[config.mk]
export PLATFORM = sky130hd
export DESIGN_NAME = pipe_skid_stage
export DESIGN_NICKNAME = d
export VERILOG_FILES = /design/src/rtl/pipe_pkg.sv /design/src/rtl/sat_counter.sv /design/src/rtl/pipe_skid_stage.sv
export SDC_FILE = /design/constraint.sdc
export NUM_CORES = 1
export LEC_CHECK = 0
export BUFFER_PORTS_ARGS = -buffer_cell sky130_fd_sc_hd__buf_2
export CAP_MARGIN = 30
export CORE_MARGIN = 2
export CORE_UTILIZATION = 40
export CTS_BUF_LIST = sky130_fd_sc_hd__clkbuf_16
export DETAILED_ROUTE_END_ITERATION = 6
export GPL_ROUTABILITY_DRIVEN = 0
export SYNTH_ARGS = -nofsm -noshare
export SYNTH_HDL_FRONTEND = slang
export SYNTH_SLANG_ARGS = --single-unit
[constraint.sdc]
create_clock -name clk -period 2.4 [get_ports clk]
set_clock_uncertainty 0.15 [all_clocks]
set_input_delay 0 -clock clk [delete_from_list [all_inputs] [get_ports clk]]
set_output_delay 0 -clock clk [all_outputs]
set_load 0.1 [all_outputs]
[src/rtl/pipe_pkg.sv]
// Shared types for the EX/MEM pipeline register: skid-stage state encoding and
// the packed EX/MEM bundle carried as the stage payload.
package pipe_pkg;

    localparam int unsigned EXMEM_W = 114;

    // Encoding doubles as the occupancy count.
    typedef enum logic [1:0] {
        EMPTY = 2'd0,
        ONE   = 2'd1,
        FULL  = 2'd2
    } skid_state_e;

    typedef struct packed {
        logic [31:0] pc;
        logic [31:0] alu_result;
        logic [31:0] store_data;
        logic [4:0]  rd_addr;
        logic [2:0]  funct3;
        logic        mem_read;
        logic        mem_write;
        logic        reg_write;
        logic [1:0]  mem_size;
        logic [1:0]  wb_sel;
        logic        mem_unsigned;
        logic        trap;
        logic        is_branch;
    } exmem_t;

endpackage

[src/rtl/sat_counter.sv]
// Saturating up-counter with synchronous reset and clear; clear beats increment.
module sat_counter #(
    parameter int unsigned W = 16
) (
    input  logic         clk,
    input  logic         rst,
    input  logic         clr,
    input  logic         inc,
    output logic [W-1:0] q
);

    logic [W-1:0] q_d;

    always_comb begin
        q_d = q;
        if (clr) begin
            q_d = '0;
        end else if (inc && (q != '1)) begin
            q_d = q + 1'b1;
        end
    end

    always_ff @(posedge clk) begin
        if (rst) begin
            q <= '0;
        end else begin
            q <= q_d;
        end
    end

endmodule

[src/rtl/pipe_skid_stage.sv]
// Two-entry skid buffer pipeline stage with flush and a back-pressure counter.
// in_ready is decoded from state only, so out_ready never reaches the producer.
module pipe_skid_stage
    import pipe_pkg::*;
#(
    parameter int unsigned DATA_W = EXMEM_W,
    parameter int unsigned CNT_W  = 16
) (
    input  logic              clk,
    input  logic              rst,
    input  logic              flush,
    input  logic              in_valid,
    output logic              in_ready,
    input  logic [DATA_W-1:0] in_data,
    output logic              out_valid,
    input  logic              out_ready,
    output logic [DATA_W-1:0] out_data,
    output logic [1:0]        occupancy,
    input  logic              cnt_clr,
    output logic [CNT_W-1:0]  stall_cnt
);

    skid_state_e       state_q, state_d;
    logic [DATA_W-1:0] main_q, main_d;
    logic [DATA_W-1:0] skid_q, skid_d;
    logic              accept, pop;

    always_comb begin
        in_ready  = (state_q != FULL);
        out_valid = (state_q != EMPTY);
        out_data  = out_valid ? main_q : '0;
        occupancy = state_q;
        accept    = in_valid & in_ready & ~flush;
        pop       = out_valid & out_ready;
    end

    always_comb begin
        state_d = state_q;
        main_d  = main_q;
        skid_d  = skid_q;
        if (flush) begin
            state_d = EMPTY;
            main_d  = '0;
            skid_d  = '0;
        end else begin
            unique case (state_q)
                EMPTY: begin
                    if (accept) begin
                        main_d  = in_data;
                        state_d = ONE;
                    end
                end
                ONE: begin
                    if (accept && pop) begin
                        main_d = in_data;
                    end else if (accept) begin
                        skid_d  = in_data;
                        state_d = FULL;
                    end else if (pop) begin
                        state_d = EMPTY;
                    end
                end
                FULL: begin
                    if (pop) begin
                        main_d  = skid_q;
                        state_d = ONE;
                    end
                end
                default: state_d = EMPTY;
            endcase
        end
    end

    always_ff @(posedge clk) begin
        if (rst) begin
            state_q <= EMPTY;
            main_q  <= '0;
            skid_q  <= '0;
        end else begin
            state_q <= state_d;
            main_q  <= main_d;
            skid_q  <= skid_d;
        end
    end

    sat_counter #(
        .W (CNT_W)
    ) u_stall_cnt (
        .clk (clk),
        .rst (rst),
        .clr (cnt_clr),
        .inc (out_valid & ~out_ready),
        .q   (stall_cnt)
    );

endmodule
==> implementation parameters, run 1 <==
Parameter                              Value

Run status
  Run status ... completed

GRT
  Initial antenna violation count ... 3
  Total global routing overflow ... 0
  Vias in the first global route ... 9,281
  Pin count of the biggest net entering global routing ... 85
  Global-route wire length before repair ... 46,000 µm
  Overall Global Routing Usage ... 0.196

Layout
  Net count, final ... 1,690
  Relative area change from synthesis to final layout ... 48.0%
  Util after Layout ... 0.601
  Final standard cell area without fillers ... 15,600 µm²
  Layout cells sized above 1 ... 0.260
  Multi-input gate area in the final layout ... 5300 µm²
  Area of all sequential standard cells ... 4940 µm²
  Filler Cells Inserted ... 2,265

Die
  Die ar. ... 27,700 µm²
  Placeable core region ... 26,000 µm²
  Height of the die ... 166 µm
  Top Ports ... 254
  Row count ... 59
  Starting utilization of the core area ... 0.406
  Chip Width ... 166 µm

Power and ir drop
  Sequential group share of total power ... 0.441
  P_int ... 7270 µW
  Sum of internal, switching and leakage power ... 9510 µW
  Fraction of power consumed by the clock network ... 0.459
  Ratio of total power to cell area ... 608 nW/µm²
  Maximum vdd drop ... 408 µV
  Leakage Power ... 0.00670 µW
  Logic gate share of total power ... 0.099
  Switching part of the total ... 0.235
  Net switching power ... 2230 µW

Logic synthesis
  Top cells by area in the synthesized netlist ... dfxtp_1 47%, mux2i_1 11%, nand2_1 8.4%
  Post-synthesis cell count ... 1,244
  Seq/Total Area, Yosys ... 0.466
  Cell type contributing the most total cell area after synthesis ... dfxtp_1
  Number of enable-type register cells in the synthesized netlist ... 0
  Mapped Avg Cell Area ... 8.49 µm²
  Commonest cells in the synthesized netlist ... 246 x dfxtp_1, 236 x nand2_1, 124 x a21oi_1, 120 x nor2_1, 117 x mux2i_1
  Yosys warning count ... 0
  Top cell type's share of synthesized area ... 0.466
  Post-synthesis instance area ... 10,600 µm²
  Leading cell type by number of instances after synthesis ... dfxtp_1
  Count of state elements after synthesis ... 246
  Proportion of synthesized flip-flops having asynchronous set or reset ... 0
  Primary flip-flop cell chosen by synthesis mapping ... dfxtp_1
  Post-synth net total ... 1,365
  Number of distinct standard cells referenced by the synthesized netlist ... 38

Setup path
  Crit path max-delay family ... buffers and inverters
  FF-to-FF setup slack ... 0.31 ns
  Data required, critical path ... 2.25 ns
  Top fanout value on the critical path ... 22
  Highest cell delay on the worst timing path ... 0.48 ns
  CP cell instances ... nand2b_4 -> buf_12 -> buf_2
  Count of buffering cells on the critical path with inverters included ... 2
  Slowest cell on the critical path ... nand2b_4
  CP arrival ... 2.16 ns
  Kind of end point of the critical path ... output pin
  Startpoint types ... flop
  Worst Path Class, Setup ... reg -> out

Clocking
  Root buffer cell ... clkbuf_16
  Clock slew seen by the registers of the worst setup and hold paths ... 0.06 ns
  Number of buffers created by CTS ... 28
  Maximum number of buffers from clock root to sink ... 3
  Worst-skew pair later-pin latency ... 0.53 ns
  TritonCTS clock tree ... built
  H-tree level count ... 1
  # clock sinks ... 246

Timing
  Setup repair after global routing missed its margin ... false
  Number of pins exceeding their max-slew limit in the final report ... 0
  WHS ... 0.119 ns
  Final critical delay including setup and external delays ... 2.31 ns
  Final hold violation count ... 0
  Final setup violation count ... 0
  Relative max-transition margin ... 0.512
  Highest clock frequency the design can meet ... 434 MHz
  Setup_tns ... 0 ns
  Worst-margin pin slew ... 0.732 ns
  Share of the clock period used by the worst path ... 0.961

Placement
  Post-DP HPWL ... 17,900 µm
  Standard cell area after detailed placement ... 13,400 µm²
  Number of buffers added on ports ... 253

Detailed routing
  Count of unresolved DRC violations after routing ... 0
  Antenna violation net count after detailed routing ... 0
  Detailed-route wire length ... 28,300 µm
  Detailed Route Iter0 Violations ... 544
  Detailed-route via count ... 9,583
  Vias/cell ... 4.97
  Wire per inst ... 14.7 µm
  Detailed-router iteration count before antenna repair ... 5

Job
  Reported max-cap violation count ... 0

Min path
  Hold WC Path Type ... in -> reg
state kept, by name, summed over array words and instances (netlist names):
name,count
skid_q,114
occupancy,2
main_q,114
u_stall_cnt.q,16
per-stage QoR:
step | worst slack (ns) | instances
global route | 0.00338 | 1927
detailed placement | 0.328 | 1755
CTS | 0.0645 | 1924
floorplan | -0.00498 | 1244
global placement | 0.369 | 1755
finish | 0.0944 | 1927
layout by cell type, fill, tap and decap left out, types with 3 or more instances in the layout:
cell / instances
a21oi_1: 124
a211oi_1: 114
buf_4: 57
diode_2: 3
dlygate4sd3_1: 119
or3_1: 5
clkbuf_16: 29
and2_2: 59
clkinv_2: 7
dfxtp_2: 13
nand2_1: 236
nor2_1: 120
bufinv_16: 5
nand3_1: 6
inv_1: 6
buf_12: 84
nand4_1: 4
and2_4: 5
and2_1: 50
o41ai_1: 3
dfxtp_1: 232
buf_2: 141
o31ai_1: 8
o21ai_0: 3
mux2i_1: 117
or4_1: 8
clkinv_1: 4
layout make-up:
class | count | share of cell area
Inverter | 1 | 0.000240
Antenna cell | 3 | 0.000480
Clock buffer | 29 | 0.0464
Multi-Input combinational cell | 891 | 0.339
Timing Repair Buffer | 401 | 0.256
Clock inverter | 21 | 0.0140
Tap cell | 335 | 0.0268
Sequential cell | 246 | 0.316
power groups by stage:
stage / Sequential, µW / Combinational, µW / Clock, µW
finish: 4200 / 944 / 4370
global route: 4200 / 1030 / 4660
CTS: 4200 / 948 / 4470
detailed placement: 4290 / 784 / 0
global placement: 4280 / 776 / 0
floorplan: 4280 / 485 / 0
final timing paths:
check / startpoint / to / cells after the start
setup reg to reg: u_stall_cnt.q[0] / u_stall_cnt.q[12] / 5
setup / recovery: occupancy[0] / in_ready / 3
hold reg to reg: skid_q[1] / skid_q[1] / 2
hold / removal: in_data[68] / skid_q[68] / 4
metal layers:
layer  global-route usage  up-vias  part of all wire
li1                     -     4928                 -
met1                0.241     4387              0.43
met2                0.340      217              0.49
met3               0.0440       51             0.055
met4               0.0641        0             0.028
met5                    0        -                 0
logic make-up (layout without fill, tap and decap cells):
logic type | after synthesis | after routing | share of synthesized area
flip-flops | 246 | 246 | 0.466
AO/OA/AOI/OAI | 261 | 261 | 0.157
AND/OR/NAND/NOR | 512 | 512 | 0.221
buffers and inverters | 107 | 452 | 0.0433
other | 0 | 3 | 0
multiplexers | 117 | 117 | 0.111
adder cells (fa/ha/maj) | 1 | 1 | 0.00118
worst reg2reg max path: stages (launching register included):
cell and delay, ns:
dfxtp_2 0.37, ha_1 0.23, nand4_2 0.19, or3_1 0.50
or4_1 0.44, a21oi_1 0.15
repair_timing:
item / CTS / global route
resized for setup: 44 / 0
setup endpoints to repair: 44 / 0
hold buffers: 119 / 0
buffers inserted: 0 / 0
hold endpoints to repair: 246 / 0
Note: power is estimated with default switching activity, not from simulation.
==> run 2: changes to the inputs <==
ABC_AREA = 1   (was not set)
==> run 2 against run 1 <==
  * Wire length rose by 26%
  * Largest cell class unchanged
  * Highest routed layer unchanged
  * Non-clock buffer count is 10 higher
  * Register-to-register slack got worse by 0.12 ns
  * Clock-buffer cell count stayed put
  * Core utilization decreased by 3.8 points
  * First-iteration DRC count is 80% higher
  * Critical path type unchanged
  * Die area up 8.4%
==> implementation parameters, run 2 <==
Parameter                              Value

Setup path
  Worst Path Class, Setup ... reg -> out
  CP arrival ... 2.19 ns
  CP cell instances ... nor2_4 -> buf_4 -> buf_6 -> nor2_2 -> buf_2
  Data required, critical path ... 2.25 ns
  Startpoint types ... flop
  Number of cells traversed by the worst register-to-register path ... 6
  Top fanout value on the critical path ... 27
  Highest cell delay on the worst timing path ... 0.40 ns
  FF-to-FF setup slack ... 0.19 ns
  Crit path capture ... out_data[50]
  Crit. path cell count ... 5
  Kind of end point of the critical path ... output pin
  End of the worst register-to-register path ... skid_q[91]
  Slowest cell on the critical path ... dfxtp_2
  Crit. Startpoint ... occupancy[1]
  Count of buffering cells on the critical path with inverters included ... 3
  Startpoint of the worst register-to-register path ... occupancy[1]
  Crit path max-delay family ... buffers and inverters

Detailed routing
  Top routing layer in use ... met4
  Detailed-route wire length ... 35,700 µm
  Vias/cell ... 5.04
  Detailed Route Iter0 Violations ... 981
  Wire per inst ... 15.1 µm
  Detailed-router iteration count before antenna repair ... 5
  Detailed-route via count ... 12.0k
  Antenna violation net count after detailed routing ... 0
  Sum of met2 wire segment lengths after detailed routing ... 16,200 µm
  Length of routed wiring on met1 ... 16,600 µm
  Count of unresolved DRC violations after routing ... 0
  DR WL met3 ... 2010 µm

Job
  Reported max-cap violation count ... 0

Timing
  Final hold violation count ... 0
  Setup repair after global routing missed its margin ... true
  Worst setup slack after layout ... 0.0640 ns
  Number of pins exceeding their max-slew limit in the final report ... 0
  Relative max-transition margin ... 0.581
  Share of the clock period used by the worst path ... 0.973
  Final setup violation count ... 0
  Worst-margin pin slew ... 0.628 ns
  Highest clock frequency the design can meet ... 428 MHz
  Final critical delay including setup and external delays ... 2.34 ns

Placement
  Standard cell area after detailed placement ... 13,500 µm²
  Worst setup timing slack at the placement stage ... 0.450 ns
  Number of buffers added on ports ... 253
  Number of cells after detailed placement ... 2,181
  Post-DP HPWL ... 19,600 µm

GRT
  Vias in the first global route ... 11.3k
  Initial antenna violation count ... 3
  Overall Global Routing Usage ... 0.221
  Total global routing overflow ... 0
  Global-route wire length before repair ... 56,600 µm
  Pin count of the biggest net entering global routing ... 230

Die
  Top Ports ... 254
  Height of the die ... 173 µm
  Chip Width ... 173 µm
  Die ar. ... 30,000 µm²
  Row count ... 61
  Starting utilization of the core area ... 0.409
  Placeable core region ... 28,000 µm²

Logic synthesis
  Post-synth net total ... 1,789
  Leading cell type by number of instances after synthesis ... nand2_1
  Primary flip-flop cell chosen by synthesis mapping ... dfxtp_1
  Post-synthesis cell count ... 1,668
  Cell type contributing the most total cell area after synthesis ... dfxtp_1
  Top cells by area in the synthesized netlist ... dfxtp_1 43%, nand2_1 9.2%, nor2_1 8.3%
  Top cell type's share of synthesized area ... 0.429
  Number of enable-type register cells in the synthesized netlist ... 0
  Proportion of synthesized flip-flops having asynchronous set or reset ... 0
  Count of state elements after synthesis ... 246
  Seq/Total Area, Yosys ... 0.429
  Yosys warning count ... 0
  Post-synthesis instance area ... 11,500 µm²
  Mapped Avg Cell Area ... 6.87 µm²
  Commonest cells in the synthesized netlist ... 280 x nand2_1, 254 x nor2_1, 246 x dfxtp_1, 242 x inv_1, 128 x a21oi_1
  Number of distinct standard cells referenced by the synthesized netlist ... 26

Min path
  Hold WC Path Type ... in -> reg

Layout
  Final standard cell area without fillers ... 15,800 µm²
  Non-filler instance count after layout ... 2,374
  Largest registers in the final layout ... main_q x114, skid_q x114, u_stall_cnt.q x16
  Filler Cells Inserted ... 2,721
  Area of all sequential standard cells ... 4930 µm²
  Net count, final ... 2,092
  Most frequent standard cell in the layout excluding fill and tap cells ... nand2_1
  Relative area change from synthesis to final layout ... 37.7%
  Most used cells in the layout excluding fill and tap cells ... 279 x nand2_1, 252 x buf_2, 246 x inv_1
  Multi-input gate area in the final layout ... 5590 µm²
  Layout cells sized above 1 ... 0.222

Clocking
  Number of buffers created by CTS ... 28
  TritonCTS clock tree ... built
  Clock slew seen by the registers of the worst setup and hold paths ... 0.06 ns
  H-tree level count ... 1
  Worst-skew pair later-pin latency ... 0.53 ns
  Root buffer cell ... clkbuf_16
  Maximum number of buffers from clock root to sink ... 3
  # clock sinks ... 246

Run status
  Run status ... completed

Power and ir drop
  Leakage Power ... 0.00604 µW
  Ratio of total power to cell area ... 573 nW/µm²
  Maximum vdd drop ... 449 µV
-- run 2: how the worst min path moves through the flow --
stage	start	to	slack [ns]	depth (start not counted)
2_1_floorplan	in_data[0]	skid_q[0]	0.03	2
3_3_place_gp	in_data[57]	skid_q[57]	0.14	3
3_5_place_dp	in_data[113]	skid_q[113]	0.15	3
4_1_cts	in_data[61]	skid_q[61]	0.13	4
5_1_grt	in_data[32]	skid_q[32]	0.16	4
6_report	in_data[48]	skid_q[48]	0.16	4
-- run 2: cell families after synthesis --
kind of cell | share of synthesized area
buf+inv | 0.132
fa+ha+maj | 0.00109
flops | 0.429
simple gates | 0.252
xor+xnor | 0.00458
compound gates | 0.181
-- run 2: where the power goes --
part           switching (µW)  internal (µW)  leakage [µW]
Sequential               23.6           4130       0.00199
Combinational             484            343       0.00361
Clock                    1680           2380      0.000450
Total                    2190           6860       0.00604
-- run 2: what timing repair did --
item	4_1_cts	5_1_grt
hold endpoints to repair	246	0
pin swaps	0	1
hold buffers	134	0
gates resized for setup	5	1
setup buffers	0	2
endpoints found under the setup margin	58	20
cloned	0	2
-- run 2: layout make-up --
cell class                      count  area share
Timing Repair Buffer              411       0.189
Antenna cell                        3    0.000476
Inverter                          245      0.0586
Sequential cell                   246       0.312
Multi-Input combinational cell   1039       0.354
Tap cell                          378      0.0300
Clock inverter                     23     0.00951
Clock buffer                       29      0.0460
-- run 2: tightest hold or removal path: stages --
cell	delay, ns
dlygate4sd3_1	0.53
buf_2	0.13
nor2_1	0.09
a211oi_1	0.05
-- run 2: metal layers --
layer,global-route usage,vias to the layer above
met4,0.0664,0
met2,0.365,355
li1,-,6021
met1,0.300,5528
met5,0,-
met3,0.0325,62
-- run 2: through the flow --
| stage | util | setup TNS (ns) | power, µW | hold WS, ns |
|---|---|---|---|---|
| 2_1_floorplan | - | 0 | 4660 | 0.0259 |
| 3_3_place_gp | 0.481 | 0 | 4900 | 0.142 |
| 3_5_place_dp | 0.481 | 0 | 4910 | 0.148 |
| 4_1_cts | 0.561 | 0 | 9140 | 0.130 |
| 5_1_grt | 0.564 | -0.0159 | 9390 | 0.161 |
| 6_report | 0.564 | 0 | 9050 | 0.159 |
==> run 3: changes to the inputs <==
PLACE_DENSITY = 0.64   (was not set)
==> run 3 against run 2 <==
  * Design area down 1.4%
  * Cell count down 1.1%
  * Critical path depth down 1
  * Critical path type unchanged
  * Register-to-register slack better by 0.29 ns
  * Highest routed layer unchanged
  * Die area unchanged
  * Via count down 0.85%
==> implementation parameters, run 3 (same netlist as run 2, synthesis figures left out) <==
Parameter                              Value

GRT
  Total global routing overflow ... 0
  Vias in the first global route ... 11.2k
  Pin count of the biggest net entering global routing ... 230
  Initial antenna violation count ... 4
  Global-route wire length before repair ... 56,600 µm
  Overall Global Routing Usage ... 0.223

Power and ir drop
  Leakage Power ... 0.00592 µW
  Maximum vdd drop ... 427 µV
  Ratio of total power to cell area ... 576 nW/µm²

Setup path
  CP arrival ... 2.19 ns
  Top fanout value on the critical path ... 82
  Data required, critical path ... 2.25 ns
  Number of cells traversed by the worst register-to-register path ... 9
  Kind of end point of the critical path ... output pin
  Startpoint types ... flop
  Worst Path Class, Setup ... reg -> out
  FF-to-FF setup slack ... 0.48 ns
  End of the worst register-to-register path ... u_stall_cnt.q[15]
  Startpoint of the worst register-to-register path ... u_stall_cnt.q[0]

Die
  Die ar. ... 30,000 µm²
  Chip Width ... 173 µm
  Height of the die ... 173 µm
  Top Ports ... 254
  Row count ... 61
  Starting utilization of the core area ... 0.409
  Placeable core region ... 28,000 µm²

Layout
  Net count, final ... 2,072
  Non-filler instance count after layout ... 2,348
  Layout cells sized above 1 ... 0.220
  Most used cells in the layout excluding fill and tap cells ... 279 x nand2_1, 252 x buf_2, 250 x inv_1
  Final standard cell area without fillers ... 15,600 µm²
  Largest registers in the final layout ... main_q x114, skid_q x114, u_stall_cnt.q x16
  Relative area change from synthesis to final layout ... 35.8%
  Most frequent standard cell in the layout excluding fill and tap cells ... nand2_1

Clocking
  Root buffer cell ... clkbuf_16
  Clock slew seen by the registers of the worst setup and hold paths ... 0.06 ns
  Maximum number of buffers from clock root to sink ... 3
  TritonCTS clock tree ... built
  Worst-skew pair later-pin latency ... 0.53 ns
  # clock sinks ... 246
  H-tree level count ... 1
  Number of buffers created by CTS ... 28

Run status
  Run status ... completed

Timing
  WHS ... 0.0551 ns
  Final setup violation count ... 0
  Worst-margin pin slew ... 0.689 ns
  Setup repair after global routing missed its margin ... true
  Share of the clock period used by the worst path ... 0.975
  Final hold violation count ... 0
  Relative max-transition margin ... 0.541
  Setup_tns ... 0 ns
  Highest clock frequency the design can meet ... 427 MHz
  Final critical delay including setup and external delays ... 2.34 ns
  Number of pins exceeding their max-slew limit in the final report ... 0

Detailed routing
  Detailed Route Iter0 Violations ... 927
  Vias/cell ... 5.05
  Detailed-route via count ... 11.9k
  Detailed-route wire length ... 35,300 µm
  Detailed-router iteration count before antenna repair ... 5
  Wire per inst ... 15.0 µm
  Antenna violation net count after detailed routing ... 0
  Count of unresolved DRC violations after routing ... 0

Min path
  Hold WC Path Type ... in -> reg
  Worst hold path depth ... 3
  Hold Startpoint ... rst
  Destination of the worst hold path ... occupancy[0]

Placement
  Standard cell area after detailed placement ... 13,500 µm²
  Number of cells after detailed placement ... 2,179
  Number of buffers added on ports ... 253
  Post-DP HPWL ... 19,500 µm

Job
  Reported max-cap violation count ... 0
==> run 3: changes by cell type in the layout (fill, tap and decap cells not counted), moves of 3 or more <==
| cell | change |
|---|---|
| buf_6 | -3 |
| clkinv_2 | -4 |
| inv_1 | +4 |
| clkinv_1 | -6 |
| buf_4 | -3 |
| dlygate4sd3_1 | -15 |
==> run 3: routing by layer <==
layer	part of all wire	vias up	global-route usage	wire length (µm)
li1	-	5985	-	-
met1	0.46	5483	0.300	16200
met2	0.46	341	0.373	16200
met3	0.058	55	0.0351	2050
met4	0.022	0	0.0579	771
met5	0	-	0	0
==> run 3: metrics by stage <==
stage | total power, µW | worst slack (ns) | utilization
after floorplan | 4660 | 0.00436 | -
after global placement | 4900 | 0.471 | 0.481
after detailed placement | 4910 | 0.427 | 0.481
after CTS | 9070 | 0.00663 | 0.555
after global routing | 9310 | -0.0235 | 0.556
final | 8980 | 0.0607 | 0.556
==> run 3: critical path: stages (launching register included) <==
cell and delay [ns]:
dfxtp_2 0.39, nor2_4 0.23, buf_16 0.50, clkinvlp_4 0.16, buf_2 0.31
==> run 3: repair_timing <==
item | 4_1_cts | 5_1_grt
hold buffers | 119 | 0
resized for setup | 4 | 0
gates cloned | 0 | 1
endpoints found under the hold margin | 246 | 0
setup buffers | 0 | 0
setup endpoints to repair | 35 | 2
==> run 3: area by class of cell <==
cell class,count,area (µm²)
Timing Repair Buffer,391,2800
Fill cell,2704,12400
Tap cell,378,473
Clock buffer,29,726
Sequential cell,246,4930
Multi-Input combinational cell,1039,5590
Antenna cell,4,10.0
Inverter,245,926
Clock inverter,16,115
==> run 3: power breakdown <==
part	switching, µW	internal (µW)	leakage (µW)
logic	482	341	0.00349
clock network	1640	2350	0.000446
registers	24.1	4130	0.00199
total	2150	6830	0.00592
==> run 3: worst max path at each step <==
stage,startpoint,endpoint,slack [ns],cells after the start
final,occupancy[1],out_valid,0.06,4
after global placement,u_stall_cnt.q[0],u_stall_cnt.q[15],0.47,9
after global routing,occupancy[1],out_valid,-0.02,4
after detailed placement,occupancy[0],main_q[40],0.43,7
after CTS,occupancy[1],out_valid,0.007,4
after floorplan,u_stall_cnt.q[0],u_stall_cnt.q[0],0.004,9
